--- src/rtl/config_chain_loader_if.sv ---
// -----------------------------------------------------------------------------
// config_chain_loader_if
// Word handshake between the bitstream source and the configuration loader.
//
// Signals:
//   wordData  - bitstream word, bit WORD_WIDTH-1 is shifted into the chain first
//   wordValid - source has a word on wordData
//   wordReady - loader takes the word this cycle (wordValid && wordReady = transfer)
//
// Modports:
//   master - bitstream source (drives data/valid, observes ready)
//   slave  - loader (observes data/valid, drives ready)
// -----------------------------------------------------------------------------
`timescale 1ns/1ps

interface config_chain_loader_if #(
  parameter int WORD_WIDTH = 32
);
  logic [WORD_WIDTH-1:0] wordData;
  logic                  wordValid;
  logic                  wordReady;

  modport master (
    output wordData,
    output wordValid,
    input  wordReady
  );

  modport slave (
    input  wordData,
    input  wordValid,
    output wordReady
  );
endinterface

--- src/rtl/config_chain_loader.sv ---
// -----------------------------------------------------------------------------
// config_chain_loader
// Streams a configuration bitstream into a tile's serial configuration chain.
// Parallel words arrive over a valid/ready handshake and are shifted out one
// bit per clock, MSB of each word first, for exactly CHAIN_LENGTH shifts. The
// final word only contributes as many high bits as are still needed; its low
// bits are dropped.
//
// Ports:
//   clk             - rising-edge clock, shared with the configuration chain
//   rst             - asynchronous active-high reset
//   start_i         - single-cycle load request, honoured only when idle
//   abort_i         - terminates a load while fetching or shifting
//   wordBus         - word handshake (slave side)
//   configData_o    - registered serial data to the chain
//   configEnable_o  - registered chain shift enable, one cycle per bit
//   busy_o          - a load is in progress (through the done cycle)
//   done_o          - one-cycle pulse: CHAIN_LENGTH bits have been shifted
//   aborted_o       - one-cycle pulse: the load was terminated by abort_i
// -----------------------------------------------------------------------------
`timescale 1ns/1ps

module config_chain_loader #(
  parameter int CHAIN_LENGTH = 524,
  parameter int WORD_WIDTH   = 32
) (
  input  logic                clk,
  input  logic                rst,
  input  logic                start_i,
  input  logic                abort_i,
  config_chain_loader_if.slave wordBus,
  output logic                configData_o,
  output logic                configEnable_o,
  output logic                busy_o,
  output logic                done_o,
  output logic                aborted_o
);

  localparam int TOTAL_W = $clog2(CHAIN_LENGTH + 1);
  localparam int WCNT_W  = $clog2(WORD_WIDTH + 1);

  localparam logic [TOTAL_W-1:0] CHAIN_LEN_C  = TOTAL_W'(CHAIN_LENGTH);
  localparam logic [31:0]        WORD_WIDTH_C = 32'(WORD_WIDTH);

  typedef enum logic [1:0] {
    IDLE,
    FETCH,
    SHIFT,
    DONE
  } state_t;

  state_t                state_q;
  logic [WORD_WIDTH-1:0] shiftReg_q;
  logic [WCNT_W-1:0]     wordCnt_q;
  logic [TOTAL_W-1:0]    totalCnt_q;
  logic                  wordReady_q;
  logic                  configData_q;
  logic                  configEnable_q;
  logic                  busy_q;
  logic                  done_q;
  logic                  aborted_q;

  logic [TOTAL_W-1:0]    remaining;
  logic [WCNT_W-1:0]     fetchLen;

  // Bits the next fetched word contributes: a full word while more than a
  // word's worth of chain remains, otherwise only the leftover high bits.
  always_comb begin
    remaining = CHAIN_LEN_C - totalCnt_q;
    if (32'(remaining) >= WORD_WIDTH_C) begin
      fetchLen = WCNT_W'(WORD_WIDTH);
    end else begin
      fetchLen = WCNT_W'(remaining);
    end
  end

  // Load sequencer. wordCnt_q holds the bits of the current word that have
  // not yet been presented on configData_q, so the word's first bit goes out
  // in the cycle right after the handshake and the word is finished when
  // the counter is zero. totalCnt_q counts bits presented to the chain and
  // stops exactly at CHAIN_LENGTH.
  always_ff @(posedge clk or posedge rst) begin
    if (rst) begin
      state_q        <= IDLE;
      shiftReg_q     <= '0;
      wordCnt_q      <= '0;
      totalCnt_q     <= '0;
      wordReady_q    <= 1'b0;
      configData_q   <= 1'b0;
      configEnable_q <= 1'b0;
      busy_q         <= 1'b0;
      done_q         <= 1'b0;
      aborted_q      <= 1'b0;
    end else begin
      configEnable_q <= 1'b0;
      done_q         <= 1'b0;
      aborted_q      <= 1'b0;
      case (state_q)
        IDLE: begin
          if (start_i) begin
            state_q     <= FETCH;
            wordReady_q <= 1'b1;
            busy_q      <= 1'b1;
            totalCnt_q  <= '0;
            wordCnt_q   <= '0;
          end
        end
        FETCH: begin
          // Abort wins over a word offered in the same cycle.
          if (abort_i) begin
            state_q     <= IDLE;
            wordReady_q <= 1'b0;
            busy_q      <= 1'b0;
            aborted_q   <= 1'b1;
          end else if (wordBus.wordValid) begin
            state_q        <= SHIFT;
            wordReady_q    <= 1'b0;
            configEnable_q <= 1'b1;
            configData_q   <= wordBus.wordData[WORD_WIDTH-1];
            shiftReg_q     <= {wordBus.wordData[WORD_WIDTH-2:0], 1'b0};
            wordCnt_q      <= fetchLen - WCNT_W'(1);
            totalCnt_q     <= totalCnt_q + TOTAL_W'(1);
          end
        end
        SHIFT: begin
          if (abort_i) begin
            state_q   <= IDLE;
            busy_q    <= 1'b0;
            aborted_q <= 1'b1;
          end else if (wordCnt_q != '0) begin
            configEnable_q <= 1'b1;
            configData_q   <= shiftReg_q[WORD_WIDTH-1];
            shiftReg_q     <= {shiftReg_q[WORD_WIDTH-2:0], 1'b0};
            wordCnt_q      <= wordCnt_q - WCNT_W'(1);
            totalCnt_q     <= totalCnt_q + TOTAL_W'(1);
          end else if (totalCnt_q == CHAIN_LEN_C) begin
            state_q <= DONE;
            done_q  <= 1'b1;
          end else begin
            state_q     <= FETCH;
            wordReady_q <= 1'b1;
          end
        end
        DONE: begin
          state_q <= IDLE;
          busy_q  <= 1'b0;
        end
        default: begin
          state_q     <= IDLE;
          wordReady_q <= 1'b0;
          busy_q      <= 1'b0;
        end
      endcase
    end
  end

  // Ready is masked by abort so the source never sees a transfer that the
  // loader is about to discard.
  assign wordBus.wordReady = wordReady_q & ~abort_i;
  assign configData_o      = configData_q;
  assign configEnable_o    = configEnable_q;
  assign busy_o            = busy_q;
  assign done_o            = done_q;
  assign aborted_o         = aborted_q;

endmodule
--- src/flat_wrapper.sv ---
// flat-port wrapper written by rule: the top's interface ports become plain ports
module config_chain_loader_flat 
#(
  parameter int CHAIN_LENGTH = 524,
  parameter int WORD_WIDTH   = 32
)
  (clk, rst, start_i, abort_i, configData_o, configEnable_o, busy_o, done_o, aborted_o, wordBus_wordData, wordBus_wordValid, wordBus_wordReady);
  config_chain_loader_if #(.WORD_WIDTH(WORD_WIDTH)) wordBus_i ();
  input  logic clk;
  input  logic rst;
  input  logic start_i;
  input  logic abort_i;
  output logic configData_o;
  output logic configEnable_o;
  output logic busy_o;
  output logic done_o;
  output logic aborted_o;
  input wire logic [$bits(wordBus_i.wordData)-1:0] wordBus_wordData;
  input wire logic [$bits(wordBus_i.wordValid)-1:0] wordBus_wordValid;
  output wire logic [$bits(wordBus_i.wordReady)-1:0] wordBus_wordReady;
  assign wordBus_i.wordData = wordBus_wordData;
  assign wordBus_i.wordValid = wordBus_wordValid;
  assign wordBus_wordReady = wordBus_i.wordReady;
  config_chain_loader #(.CHAIN_LENGTH(CHAIN_LENGTH), .WORD_WIDTH(WORD_WIDTH)) u_core (.clk(clk), .rst(rst), .start_i(start_i), .abort_i(abort_i), .wordBus(wordBus_i), .configData_o(configData_o), .configEnable_o(configEnable_o), .busy_o(busy_o), .done_o(done_o), .aborted_o(aborted_o));
endmodule
--- config.mk ---
export PLATFORM = sky130hd
export DESIGN_NAME = config_chain_loader_flat
export DESIGN_NICKNAME = d
export VERILOG_FILES = /design/src/rtl/config_chain_loader_if.sv /design/src/rtl/config_chain_loader.sv /design/src/flat_wrapper.sv
export SDC_FILE = /design/constraint.sdc
export NUM_CORES = 1
export LEC_CHECK = 0
export ABC_AREA = 1
export ABC_CLOCK_PERIOD_IN_PS = 1900
export CAP_MARGIN = 20
export CELL_PAD_IN_SITES_DETAIL_PLACEMENT = 1
export CELL_PAD_IN_SITES_GLOBAL_PLACEMENT = 1
export CORE_MARGIN = 8
export CORE_UTILIZATION = 37
export DETAILED_ROUTE_END_ITERATION = 10
export PLACE_DENSITY = 0.8
export SETUP_SLACK_MARGIN = 0.1
export SKIP_CTS_REPAIR_TIMING = 1
export SKIP_LAST_GASP = 1
export SYNTH_ARGS = -nofsm -noshare
export SYNTH_HDL_FRONTEND = slang
export SYNTH_SLANG_ARGS = --single-unit
--- constraint.sdc ---
create_clock -name clk -period 1.9 [get_ports clk]
set_input_delay 0.475 -clock clk [delete_from_list [all_inputs] [get_ports clk]]
set_output_delay 0.475 -clock clk [all_outputs]
set_load 0.01 [all_outputs]
Yosys cells after proc, flatten, opt, wreduce, memory -nomap -nowiden
Cells that the tools add are included.
{"block": "word_totals", "input_bits": 37, "wordCells": 91, "regBits": 56}
{"block": "op_classes", "n_reduce_logical": 10, "addsub": 4, "eq_ne": 14, "n_mux": 50, "order_cmp": 1, "bitwise": 2}
{"cell": "two-way mux 32 bit", "n": 4}
{"cell": "one-hot mux 32 bit (2 select lines)", "n": 1}
{"cell": "two-way mux 10 bit", "n": 5}
{"cell": "two-way mux 6 bit", "n": 6}
{"cell": "one-hot mux 10 bit (3 select lines)", "n": 1}
{"cell": "two-way mux 1 bit", "n": 21}
{"cell": "one-hot mux 6 bit (3 select lines)", "n": 1}
{"cell": "two-way mux 2 bit", "n": 6}
{"cell": "!= test 2 bit, second input constant", "n": 6}
{"cell": "AND reduction 6 bit", "n": 2}
{"cell": "subtractor 6 x 1 -> 6 bit, second input constant", "n": 2}
{"cell": "adder 10 x 1 -> 10 bit, second input constant", "n": 1}
{"cell": "== test 10 bit, second input constant", "n": 1}
{"cell": ">= comparator 10 x 6 -> 1 bit, second input constant", "n": 1}
{"cell": "subtractor 10 bit, first input constant", "n": 1}
{"cell": "one-hot mux 2 bit (4 select lines)", "n": 1}
{"cell": "!= test 3 bit, second input constant", "n": 2}
{"cell": "one-hot mux 1 bit (3 select lines)", "n": 2}
{"cell": "nonzero test 6 bit", "n": 1}
{"cell": "AND reduction 5 bit", "n": 1}
{"cell": "== test 2 bit, second input constant", "n": 2}
{"cell": "!= test 2 x 1 -> 1 bit, second input constant", "n": 2}
{"cell": "one-hot mux 1 bit (2 select lines)", "n": 2}
{"cell": "AND reduction 3 bit", "n": 1}
{"cell": "8 further kinds", "n": 8}

Logic depth before layout (Yosys ltp)
{"block": "logic_depth", "word_depth": 7, "mapped_depth": 17, "mapped_depth_nobuf": 17}

Worst setup path after synthesis
Ideal clock, no wire load.
{"block": "synth_timing", "path_kind": "flip-flop to flip-flop", "startpoint": "register u_core.state_q[0]", "endpoint": "register u_core.totalCnt_q[8]", "path_stages_with_launch": 12, "setup_ps": 133, "t_required_ps": 1767, "n_path_buf": 0, "slack_ps": -52, "t_arrival_ps": 1819, "cell_sequence": "dfrtp_1 inv_1 ha_1 inv_1 o21bai_1 nor3_1 o21ai_2 nor3_4 nand3_1 nor3_2 xor2_1 nor2_1"}
{"block": "synth_via", "elab_chain_cells": 3}
{"item": "from (decl)", "line": "config_chain_loader.sv:52", "text": "state_t state_q;"}
{"item": "from (signal assigned)", "line": "config_chain_loader.sv:84", "text": "state_q <= IDLE;"}
{"item": "from (signal assigned)", "line": "config_chain_loader.sv:101", "text": "state_q <= FETCH;"}
{"item": "from (signal assigned)", "line": "config_chain_loader.sv:111", "text": "state_q <= IDLE;"}
{"item": "== test 2 bit (tied with other cells)", "line": "config_chain_loader.sv:98", "text": "case (state_q)"}
{"item": "!= test 2 x 1 -> 1 bit (no line) (tied with other cells)"}
{"item": "AND reduction 6 bit (no line)"}
{"item": "to (signal assigned)", "line": "config_chain_loader.sv:122", "text": "totalCnt_q <= totalCnt_q + TOTAL_W'(1);"}
{"item": "to (signal assigned)", "line": "config_chain_loader.sv:135", "text": "totalCnt_q <= totalCnt_q + TOTAL_W'(1);"}
{"item": "to (decl)", "line": "config_chain_loader.sv:55", "text": "logic [TOTAL_W-1:0] totalCnt_q;"}
Several ways; a longest one is shown, not always the timed one.
A chain may end at the register's enable or synchronous reset.

Worst setup path in the final report
{"block": "layout_timing", "startpoint": "register u_core.totalCnt_q[0]", "endpoint": "register u_core.wordCnt_q[1]"}
{"block": "layout_via", "elab_chain_cells": 7}
{"item": "subtractor 10 bit (*)", "line": "config_chain_loader.sv:69", "text": "remaining = CHAIN_LEN_C - totalCnt_q;"}
{"item": ">= comparator 10 x 6 -> 1 bit", "line": "config_chain_loader.sv:70", "text": "if (32'(remaining) >= WORD_WIDTH_C) begin"}
{"item": "two-way mux 6 bit (*)", "line": "config_chain_loader.sv:70"}
{"item": "subtractor 6 x 1 -> 6 bit (*)", "line": "config_chain_loader.sv:121", "text": "wordCnt_q <= fetchLen - WCNT_W'(1);"}
{"item": "two-way mux 6 bit (*)", "line": "config_chain_loader.sv:115", "text": "end else if (wordBus.wordValid) begin"}
{"item": "two-way mux 6 bit (*)", "line": "config_chain_loader.sv:110", "text": "if (abort_i) begin"}
{"item": "one-hot mux 6 bit (3 select lines) (*)", "line": "config_chain_loader.sv:98"}
{"item": "to (signal assigned)", "line": "config_chain_loader.sv:121"}
{"item": "to (signal assigned)", "line": "config_chain_loader.sv:134", "text": "wordCnt_q <= wordCnt_q - WCNT_W'(1);"}
{"item": "to (decl)", "line": "config_chain_loader.sv:54", "text": "logic [WCNT_W-1:0] wordCnt_q;"}
Every way passes the cells marked *; elsewhere a longest branch is shown, timed or not. The select of a mux whose other input is x is not followed.

==> impl_metrics.prom <==
# TYPE chip_impl_metric gauge
chip_impl_metric{name="grt_pass1_vias",unit=""} 3178
chip_impl_metric{name="detail_route.vias_per_cell",unit=""} 5.27
chip_impl_metric{name="antenna_cells",unit=""} 0
chip_impl_metric{name="max_freq",unit="GHz"} 0.482
chip_impl_metric{name="pwr-share-comb",unit="%"} 61.2
chip_impl_metric{name="worst_slew_pin_slew",unit="ns"} 0.492
chip_impl_metric{name="cts.path.max_buffers",unit=""} 2
chip_impl_metric{name="maximum_fanout_count_along_the_critical_path",unit=""} 6
chip_impl_metric{name="finalNetCount",unit=""} 533
chip_impl_metric{name="dp.cells",unit=""} 569
chip_impl_metric{name="synth.ff_latch_count",unit=""} 55
chip_impl_metric{name="period_minus_slack",unit="ns"} 2.07
chip_impl_metric{name="groute.layer.met3.usage",unit="%"} 2.56
chip_impl_metric{name="groute.layer.met1.usage",unit="%"} 21.4
chip_impl_metric{name="detail_route.first_pass.iterations",unit=""} 4
chip_impl_info{name="worstSetupStartpointType",value="register"} 1
chip_impl_metric{name="setup_viol",unit=""} 17
chip_impl_metric{name="initial_antenna_violation_count",unit=""} 0
chip_impl_metric{name="power.switching",unit="mW"} 3.00
chip_impl_metric{name="final.setup_skew",unit="ns"} 0.0104
chip_impl_metric{name="final_design_area_no_fill",unit="um^2"} 4480
chip_impl_metric{name="drc",unit=""} 0
chip_impl_metric{name="coreArea",unit="um^2"} 8220
chip_impl_info{name="mostFrequentLayoutCell",value="sky130_fd_sc_hd__nand2_1"} 1
chip_impl_metric{name="synth-warning-count",unit=""} 0
chip_impl_metric{name="vdd.ir_drop.worst",unit="mV"} 0.894
chip_impl_metric{name="initialDrtViolationCount",unit=""} 178
chip_impl_metric{name="totalWireLength",unit="um"} 11200
chip_impl_metric{name="clkSinkCount",unit=""} 55
chip_impl_info{name="tritoncts",value="yes"} 1
chip_impl_info{name="most-common-layout-cells",value="81 x sky130_fd_sc_hd__nand2_1, 55 x sky130_fd_sc_hd__inv_1, 53 x sky130_fd_sc_hd__dfrtp_1"} 1
chip_impl_metric{name="final_util",unit="%"} 54.5
chip_impl_metric{name="power.share.switching",unit="%"} 44.9
chip_impl_metric{name="io_pins",unit=""} 43
chip_impl_metric{name="die-height",unit="um"} 108
chip_impl_metric{name="htreeDepth",unit=""} 2
chip_impl_metric{name="wirelength_per_cell",unit="um"} 18.9
chip_impl_info{name="status",value="complete, but fails checks"} 1
chip_impl_metric{name="synth.avg_cell_area",unit="um^2"} 7.91
chip_impl_info{name="worstHoldPathType",value="reg2reg"} 1
chip_impl_metric{name="mappedNetlistNets",unit=""} 443
chip_impl_metric{name="share_of_the_clock_period_used_by_the_worst_path",unit="%"} 109
chip_impl_metric{name="remaining_overflow_grt",unit=""} 0
chip_impl_metric{name="post_synth_inst_count",unit=""} 398
chip_impl_metric{name="fp.dieW",unit="um"} 108
chip_impl_metric{name="required",unit="ns"} 2.16
chip_impl_metric{name="leakage",unit="nW"} 2.06
chip_impl_metric{name="netlist_area",unit="um^2"} 3150
chip_impl_metric{name="placementRows",unit=""} 33
chip_impl_metric{name="gp_congestion",unit=""} 0.850
chip_impl_metric{name="final-max-slew-violation-count",unit=""} 0
chip_impl_metric{name="postRouteAntennaNets",unit=""} 0
chip_impl_metric{name="finalWorstSetupSlack",unit="ns"} -0.173
chip_impl_info{name="critPathKind",value="reg2reg"} 1
chip_impl_metric{name="grt_first_pass_wirelength",unit="um"} 15500
chip_impl_metric{name="grt_max_degree",unit=""} 65
chip_impl_metric{name="synth.lib_cells_used.distinct",unit=""} 34
chip_impl_metric{name="hold_ws",unit="ns"} 0.522
chip_impl_info{name="grt-busiest-layer",value="met2"} 1
chip_impl_metric{name="via_count",unit=""} 3128
chip_impl_info{name="cts_root_buf",value="sky130_fd_sc_hd__clkbuf_8"} 1
chip_impl_metric{name="power.density",unit="nW/um^2"} 1490
chip_impl_metric{name="hpwlAfterDp",unit="um"} 6820
chip_impl_metric{name="grtUsageMet2",unit="%"} 27.2
chip_impl_metric{name="power.sequential.fraction",unit="%"} 28.4
chip_impl_metric{name="grt.total_usage",unit="%"} 16.3
chip_impl_info{name="failed_checks",value="negative setup slack"} 1
chip_impl_metric{name="clk_pin_slew_worst_paths",unit="ns"} 0.11
chip_impl_metric{name="timing.slew.headroom",unit="%"} 66.9
chip_impl_metric{name="synthToLayoutAreaGrowth",unit="%"} 42.3
chip_impl_metric{name="effective_utilization_at_floorplan",unit="%"} 38.3
chip_impl_metric{name="internal-power",unit="mW"} 3.68
chip_impl_metric{name="placedInstanceArea",unit="um^2"} 4020
chip_impl_metric{name="total_power",unit="mW"} 6.67
chip_impl_metric{name="final_hold_viol_count",unit=""} 0
chip_impl_metric{name="arrival",unit="ns"} 2.33
chip_impl_metric{name="tritoncts.num_buffers",unit=""} 5
chip_impl_metric{name="ff2ff_setup_slack",unit="ns"} -0.17
chip_impl_info{name="critical_path_end_type",value="register"} 1
chip_impl_metric{name="final_layout_size_suffix_gt1_share",unit="%"} 28.2
chip_impl_metric{name="drv.max_cap_violation_count",unit=""} 0
chip_impl_info{name="rsz_0062_raised_after_global_routing",value="true"} 1
chip_impl_metric{name="fp.dieArea",unit="um^2"} 11700
chip_impl_metric{name="layout_cells_excl_fill",unit=""} 594
chip_impl_metric{name="synth_sequential_area_ratio",unit="%"} 43.7
chip_impl_metric{name="clkLatencyLatePin",unit="ns"} 0.32
chip_impl_metric{name="share_clk_of_total_power",unit="%"} 10.4
chip_impl_metric{name="buffer_ports.inserted",unit=""} 42
[area by class of cell]
type,count,area [um^2]
clock buffers,6,72.6
clock inverters,2,17.5
fillers,966,3740
inverters,71,283
multi-input cells,256,1630
flip-flops and latches,55,1380
well taps,105,131
repair buffers,99,961
[stage by stage]
step | TNS [ns] | setup slack [ns]
2_1_floorplan | 0 | 0.0211
3_3_place_gp | -5.52 | -0.318
3_5_place_dp | -8.20 | -0.439
4_1_cts | -2.93 | -0.289
5_1_grt | -5.18 | -0.307
6_report | -1.25 | -0.173
[worst max-delay path, stage by stage (launching register included)]
cell and delay, ns:
sky130_fd_sc_hd__dfrtp_1 0.43, sky130_fd_sc_hd__inv_2 0.09, sky130_fd_sc_hd__ha_4 0.18, sky130_fd_sc_hd__inv_4 0.06, sky130_fd_sc_hd__nand3_4 0.09, sky130_fd_sc_hd__nand2_2 0.07
sky130_fd_sc_hd__nand2_1 0.04, sky130_fd_sc_hd__nand2_1 0.07, sky130_fd_sc_hd__nand3_2 0.08, sky130_fd_sc_hd__nor2_4 0.20, sky130_fd_sc_hd__nand3_2 0.15, sky130_fd_sc_hd__o21ai_4 0.11
sky130_fd_sc_hd__buf_4 0.16, sky130_fd_sc_hd__nand2_1 0.06, sky130_fd_sc_hd__a21oi_2 0.13, sky130_fd_sc_hd__a21o_1 0.11
[power by group through the flow]
stage / combinational, mW / sequential, mW / clock, mW
finish: 4.08 / 1.90 / 0.693
global route: 4.44 / 1.94 / 0.746
CTS: 3.16 / 1.88 / 0.694
detailed placement: 3.10 / 1.90 / 0
global placement: 2.93 / 1.87 / 0
floorplan: 1.95 / 1.85 / 0
[cell families (layout without fill, tap and decap cells)]
logic type	Yosys count	after routing	synth area share, %
flops	55	55	43.7
simple gates	152	152	22.9
xor+xnor	4	4	1.11
fa+ha+maj	8	8	3.18
compound gates	91	91	17.9
buf+inv	87	178	10.8
mux	1	1	0.358
[sequential cells by signal, summed over array words and instances, names as in the netlist]
| register | flops |
|---|---|
| u_core.shiftReg_q | 31 |
| u_core.totalCnt_q | 10 |
| u_core.wordCnt_q | 6 |
| u_core.state_q | 2 |
| u_core.aborted_o | 1 |
| u_core.busy_o | 1 |
| u_core.configData_o | 1 |
| u_core.configEnable_o | 1 |
| u_core.done_o | 1 |
| u_core.wordReady_q | 1 |
[worst paths after layout]
path                                       from              endpoint  cells past startpoint
min                               u_core.busy_o         u_core.busy_o                      1
max                        u_core.totalCnt_q[0]   u_core.wordCnt_q[1]                     15
max reg2reg                u_core.totalCnt_q[0]   u_core.wordCnt_q[1]                     15
max in group asynchronous                   rst     u_core.state_q[1]                      3
min reg2reg                       u_core.busy_o         u_core.busy_o                      1
min in group asynchronous                   rst  u_core.totalCnt_q[2]                      3
[cell usage after synthesis, drive strengths merged]
master	count	area [um^2]
nand2	94	375
inv	71	269
dfrtp	55	1380
o21ai	42	221
o211ai	30	225
nand3	21	125
nor2	21	101
a21oi	12	67.6
clkbuf	10	37.5
ha	8	100
nor3	7	62.6
buf	6	32.5
nand4	4	25.0
xor2	4	35.0
nor4	3	18.8
o22ai	3	18.8
a21o	1	7.51
mux2	1	11.3
nor3b	1	7.51
o21a	1	7.51
o21bai	1	7.51
o31ai	1	7.51
or2	1	6.26
[metal layers]
metal	wire, um	part of all wire, %	up-vias
met5	0	0	-
met4	201	1.8	0
met1	4830	43	1578
met2	5780	51	67
met3	433	3.9	15
li1	-	-	1468
Note: power is estimated with default switching activity, not from simulation.
